File: src/rtl/debounce_edge_detect_if.sv
// Signal bundle between raw input lines and the debounce_edge_detect conditioner.
// Ports: d_in (raw lines), cnt_clr (counter clear) flow master->slave;
//        level, rise, fall, edge_any, edge_cnt flow slave->master.
interface debounce_edge_detect_if #(
  parameter int CHANNELS = 4,
  parameter int CNT_W    = 8
);
  logic [CHANNELS-1:0]       d_in;
  logic                      cnt_clr;
  logic [CHANNELS-1:0]       level;
  logic [CHANNELS-1:0]       rise;
  logic [CHANNELS-1:0]       fall;
  logic [CHANNELS-1:0]       edge_any;
  logic [CHANNELS*CNT_W-1:0] edge_cnt;

  // master: the side driving raw lines and consuming conditioned outputs
  modport master (
    output d_in, cnt_clr,
    input  level, rise, fall, edge_any, edge_cnt
  );

  // slave: the conditioner itself
  modport slave (
    input  d_in, cnt_clr,
    output level, rise, fall, edge_any, edge_cnt
  );
endinterface

File: src/rtl/debounce_edge_detect.sv
// Multi-channel debouncer: 2-flop sync, prescaled sampling into a SAMPLES-deep
// window, hysteretic level, one-clk rise/fall/any-edge pulses per channel.
// Latency: 2 + (SAMPLES-1)*TICK_DIV + 2 .. 2 + SAMPLES*TICK_DIV + 1 clocks; no backpressure.
// Ports: clk, rst (async, active-high), bus (slave modport: d_in, cnt_clr in;
//        level, rise, fall, edge_any, edge_cnt out).
// Optional per-channel saturating rising-edge counters under macro EDGE_COUNT_EN;
// without it edge_cnt is tied to 0 and cnt_clr is ignored.
module debounce_edge_detect #(
  parameter int CHANNELS = 4,
  parameter int SAMPLES  = 10,
  parameter int TICK_DIV = 1,
  parameter int CNT_W    = 8
) (
  input  logic                   clk,
  input  logic                   rst,
  debounce_edge_detect_if.slave  bus
);

  localparam int PW = (TICK_DIV > 1) ? $clog2(TICK_DIV) : 1;
  localparam logic [PW-1:0] PMAX = PW'(TICK_DIV - 1);

  logic [CHANNELS-1:0]              sync1_q, sync2_q;
  logic [PW-1:0]                    presc_q, presc_d;
  logic                             tick;
  logic [CHANNELS-1:0][SAMPLES-1:0] shreg_q, shreg_d;
  logic [CHANNELS-1:0]              level_q, level_d;
  logic [CHANNELS-1:0]              level_prev_q;
  logic [CHANNELS-1:0]              rise;

  // Compare on the counter itself: with TICK_DIV=1 the counter stays at 0
  // and tick is permanently high.
  assign tick = (presc_q == PMAX);

  always_comb begin
    presc_d = tick ? '0 : presc_q + PW'(1);
    shreg_d = shreg_q;
    level_d = level_q;
    for (int c = 0; c < CHANNELS; c++) begin
      if (tick) begin
        shreg_d[c] = {shreg_q[c][SAMPLES-2:0], sync2_q[c]};
      end
      // Level follows the window only when it is unanimous; otherwise hold.
      if (&shreg_q[c]) begin
        level_d[c] = 1'b1;
      end else if (~|shreg_q[c]) begin
        level_d[c] = 1'b0;
      end
    end
  end

  always_ff @(posedge clk or posedge rst) begin
    if (rst) begin
      sync1_q      <= '0;
      sync2_q      <= '0;
      presc_q      <= '0;
      shreg_q      <= '0;
      level_q      <= '0;
      level_prev_q <= '0;
    end else begin
      sync1_q      <= bus.d_in;
      sync2_q      <= sync1_q;
      presc_q      <= presc_d;
      shreg_q      <= shreg_d;
      level_q      <= level_d;
      level_prev_q <= level_q;
    end
  end

  // Both level copies clear together on reset, so reset never produces a fall.
  assign rise         = level_q & ~level_prev_q;
  assign bus.rise     = rise;
  assign bus.fall     = ~level_q & level_prev_q;
  assign bus.edge_any = level_q ^ level_prev_q;
  assign bus.level    = level_q;

`ifdef EDGE_COUNT_EN
  logic [CHANNELS-1:0][CNT_W-1:0] cnt_q, cnt_d;

  always_comb begin
    cnt_d = cnt_q;
    for (int c = 0; c < CHANNELS; c++) begin
      // Clear takes priority over a coincident rise; counters saturate.
      if (bus.cnt_clr) begin
        cnt_d[c] = '0;
      end else if (rise[c] && !(&cnt_q[c])) begin
        cnt_d[c] = cnt_q[c] + CNT_W'(1);
      end
    end
  end

  always_ff @(posedge clk or posedge rst) begin
    if (rst) begin
      cnt_q <= '0;
    end else begin
      cnt_q <= cnt_d;
    end
  end

  // Element 0 of the packed array lands in the low CNT_W bits.
  assign bus.edge_cnt = cnt_q;
`else
  logic unused_cnt_clr;
  assign unused_cnt_clr = bus.cnt_clr;
  assign bus.edge_cnt   = '0;
`endif

endmodule

File: src/flat_wrapper.sv
// flat-port wrapper written by rule: the top's interface ports become plain ports
module debounce_edge_detect_flat 
#(
  parameter int CHANNELS = 4,
  parameter int SAMPLES  = 10,
  parameter int TICK_DIV = 1,
  parameter int CNT_W    = 8
)
  (clk, rst, bus_d_in, bus_cnt_clr, bus_level, bus_rise, bus_fall, bus_edge_any, bus_edge_cnt);
  debounce_edge_detect_if #(.CHANNELS(CHANNELS), .CNT_W(CNT_W)) bus_i ();
  input  logic clk;
  input  logic rst;
  input wire logic [$bits(bus_i.d_in)-1:0] bus_d_in;
  input wire logic [$bits(bus_i.cnt_clr)-1:0] bus_cnt_clr;
  output wire logic [$bits(bus_i.level)-1:0] bus_level;
  output wire logic [$bits(bus_i.rise)-1:0] bus_rise;
  output wire logic [$bits(bus_i.fall)-1:0] bus_fall;
  output wire logic [$bits(bus_i.edge_any)-1:0] bus_edge_any;
  output wire logic [$bits(bus_i.edge_cnt)-1:0] bus_edge_cnt;
  assign bus_i.d_in = bus_d_in;
  assign bus_i.cnt_clr = bus_cnt_clr;
  assign bus_level = bus_i.level;
  assign bus_rise = bus_i.rise;
  assign bus_fall = bus_i.fall;
  assign bus_edge_any = bus_i.edge_any;
  assign bus_edge_cnt = bus_i.edge_cnt;
  debounce_edge_detect #(.CHANNELS(CHANNELS), .SAMPLES(SAMPLES), .TICK_DIV(TICK_DIV), .CNT_W(CNT_W)) u_core (.clk(clk), .rst(rst), .bus(bus_i));
endmodule
File: config.mk
export PLATFORM = sky130hd
export DESIGN_NAME = debounce_edge_detect_flat
export DESIGN_NICKNAME = d
export VERILOG_FILES = /design/src/rtl/debounce_edge_detect_if.sv /design/src/rtl/debounce_edge_detect.sv /design/src/flat_wrapper.sv
export SDC_FILE = /design/constraint.sdc
export NUM_CORES = 1
export LEC_CHECK = 0
export CAP_MARGIN = 0
export CORE_UTILIZATION = 40
export DETAILED_ROUTE_END_ITERATION = 8
export GPL_ROUTABILITY_DRIVEN = 0
export MAX_ROUTING_LAYER = met4
export PLACE_DENSITY = 0.76
export SETUP_SLACK_MARGIN = 0.2
export SYNTH_ARGS = -nofsm -noshare
export SYNTH_HDL_FRONTEND = slang
export SYNTH_SLANG_ARGS = --single-unit
File: constraint.sdc
create_clock -name clk -period 3.8 [get_ports clk]
set_clock_uncertainty 0.2 [all_clocks]
set_input_delay 0.57 -clock clk [delete_from_list [all_inputs] [get_ports clk]]
set_output_delay 0.57 -clock clk [all_outputs]
set_load 0.005 [all_outputs]
==> impl_metrics.toml <==
[status]
outcome = "finished clean"

[detailed_routing]
remaining_drc_errors = 0
post_drt_wl_per_cell_um = 10.7
detail_route.iter0.violations = 50
dr.pass1.iters = 3
wl_um = 2480
drt-vias-per-instance = 4.20
dr_total_vias = 975
postRouteAntennaNets = 0

[pwr]
cellLeakagePower_nw = 1.04
total_power_mw = 1.03
power_density_nw_per_um2 = 450
worst_ir_drop_vdd_uv = 204

[floorplanning]
ioPinCount = 55
fp.dieW_um = 73.2
floorplan_core_area_um2 = 4820
fp.dieArea_um2 = 5360
dieHeight_um = 73.2
fp-row-count = 25
initial_core_utilization_pct = 42.1

[final_layout]
antenna_cells_inserted = 0
post-route-cell-area_um2 = 2300
finish.utilization_pct = 47.7
syn_to_final_growth_pct = 13.1
finalNonFillerCells = 232
post_route_cells_drive_above_1_share_pct = 9.70
final_net_count = 180

[critical_path]
slowest_stage = "clkdlybuf4s50_1"
critical_path_buffers_and_inverters = 3
critPathLaunch = "u_core.bus.level[3]$_DFFE_PP0P_"
r2r_setup_slack_ns = 2.13
rr_worst_depth = 3
rr_endpoint = "u_core.bus.level[1]$_DFFE_PP0P_"
critPathMaxFanout = 5
cp_cell_sequence = "inv_1, ha_1, inv_1, clkdlybuf4s50_1"
endpoint_kind = "output pin"
timing.critical_path.max_delay_family = "buffers and inverters"
logic_depth_of_the_worst_setup_path_including_buffers = 4
kind_of_critical_path = "register to output pin"
worst_setup_path_endpoint = "bus_edge_any[3]"
r2r-start = "u_core.shreg_q[17]$_DFF_PP0_"
worst_setup_path_start_kind = "register"
critical_path_arrival_ns = 1.62
timing.critical_path.slowest_cell_delay_ns = 0.49
path_common_cell = "inv_1"
cp_data_required_time_ns = 3.03

[clock_network]
cts-resized-gates = 0
worstSkewPairLatency_ns = 0.29
clock_tree.root_cell = "clkbuf_8"
numCtsBuffers = 5
post-cts-setup-buffers = 0
clk_transition_reported_paths_ns = 0.09
cts_htree_levels = 2
cts_tree = "yes"
max_buffers_root_to_sink = 2
hold_buffers = 0
cts.sink_count = 56

[global_routing]
overall_routing_resource_usage_pct = 11.0
grt_pass1_vias = 899
maximum_number_of_pins_on_one_net_before_global_route_repair = 57
grt_first_pass_wirelength_um = 4180
antenna_found_initial = 0
grt.overflow.total = 0

[timing]
finalSetupViolCount = 0
period_share_pct = 63.0
worst_margin_pin_slew_ns = 1.10
relSlewSlack_pct = 26.7
setup_repair_after_global_routing_missed_its_margin = "no"
hold_viol_final = 0
max_freq_ghz = 0.418
finalHoldWorstSlack_ns = 0.154
fin_crit_ns = 2.39
minimum_setup_slack_in_the_final_design_ns = 1.41
tns_ns = 0
final_max_slew_viol_count = 0

[job]
max_cap_violations = 0

[synth]
share_of_synthesized_area_occupied_by_flip_flops_and_latches_pct = 69.1
synthesis.area_per_instance_um2 = 14.7
synth.distinct_cells = 11
yosys_register_bits = 56
cell_area_after_technology_mapping_um2 = 2030
synth-warning-count = 0
syn_inst = 138

[worst_hold_path]
min-delay-start = "u_core.sync1_q[3]$_DFF_PP0_"
holdCritPathClass = "register to register"

[placed_design]
numPlacedInstances = 225
dp_worst_setup_slack_ns = 1.65
postPlaceCellArea_um2 = 2200
io_buffer_count = 21
detailedPlacementHpwl_um = 1640
## final cells by class
class | instances | area [um^2]
Timing Repair Buffer | 21 | 210
Tap cell | 67 | 83.8
Multi-Input combinational cell | 68 | 455
Fill cell | 459 | 2520
Clock buffer | 7 | 96.3
Inverter | 13 | 48.8
Sequential cell | 56 | 1400
## flip-flops by register name (all words and copies together), names as in the netlist
| register | flops |
|---|---|
| u_core.bus.level | 4 |
| u_core.level_prev_q | 4 |
| u_core.shreg_q | 40 |
| u_core.sync1_q | 4 |
| u_core.sync2_q | 4 |
## synthesized netlist by cell type
cell / count / area (um^2)
dfrtp_1: 56 / 1400
buf_4: 32 / 240
or4_4: 4 / 45.0
nand2_1: 4 / 15.0
inv_1: 13 / 48.8
nand4_1: 8 / 50.1
ha_1: 8 / 100
or4_1: 4 / 30.0
o41ai_2: 4 / 65.1
conb_1: 1 / 3.75
o31ai_1: 4 / 30.0
## power by group
group	switching, mW	internal (mW)
clock network	0.172	0.163
logic	0.0283	0.0245
registers	0.0205	0.624
## cells in the final DEF (no fill, tap or decap), drive strengths merged
cell type | synthesis | routed
dfrtp | 56 | 56
conb | 1 | 32
clkdlybuf4s50 | 0 | 21
inv | 13 | 13
nand4 | 8 | 8
ha | 8 | 8
or4 | 8 | 8
clkbuf | 0 | 7
nand2 | 4 | 4
o41ai | 4 | 4
o31ai | 4 | 4
## routing by layer
metal | routed length, um | vias to the layer above | global-route usage, %
li1 | - | 452 | -
met1 | 1190 | 469 | 14.4
met2 | 1080 | 47 | 15.0
met3 | 170 | 7 | 4.14
met4 | 46 | 0 | 5.23
met5 | 0 | - | -
## worst reg2reg max path, stage by stage (launching register included)
cell     delay [ns]
dfrtp_1        0.42
or4_4          0.55
o41ai_2        0.28
o31ai_1        0.11
## worst min-delay path by stage
stage,slack [ns],end,cells past startpoint
floorplan,0.13,u_core.shreg_q[0]$_DFF_PP0_,0
global placement,0.13,u_core.sync2_q[0]$_DFF_PP0_,0
detailed placement,0.13,u_core.shreg_q[10]$_DFF_PP0_,0
CTS,0.16,u_core.sync2_q[3]$_DFF_PP0_,0
global route,0.16,u_core.shreg_q[10]$_DFF_PP0_,0
finish,0.15,u_core.sync2_q[3]$_DFF_PP0_,0
## cell families (layout without fill, tap and decap cells)
group / after synthesis / in the layout / synth area share (%)
flip-flops: 56 / 56 / 69.1
buffers and inverters: 45 / 41 / 14.2
adder cells (fa/ha/maj): 8 / 8 / 4.93
AO/OA/AOI/OAI: 8 / 8 / 4.69
other: 1 / 32 / 0.185
AND/OR/NAND/NOR: 20 / 20 / 6.90
Note: power is estimated with default switching activity, not from simulation.
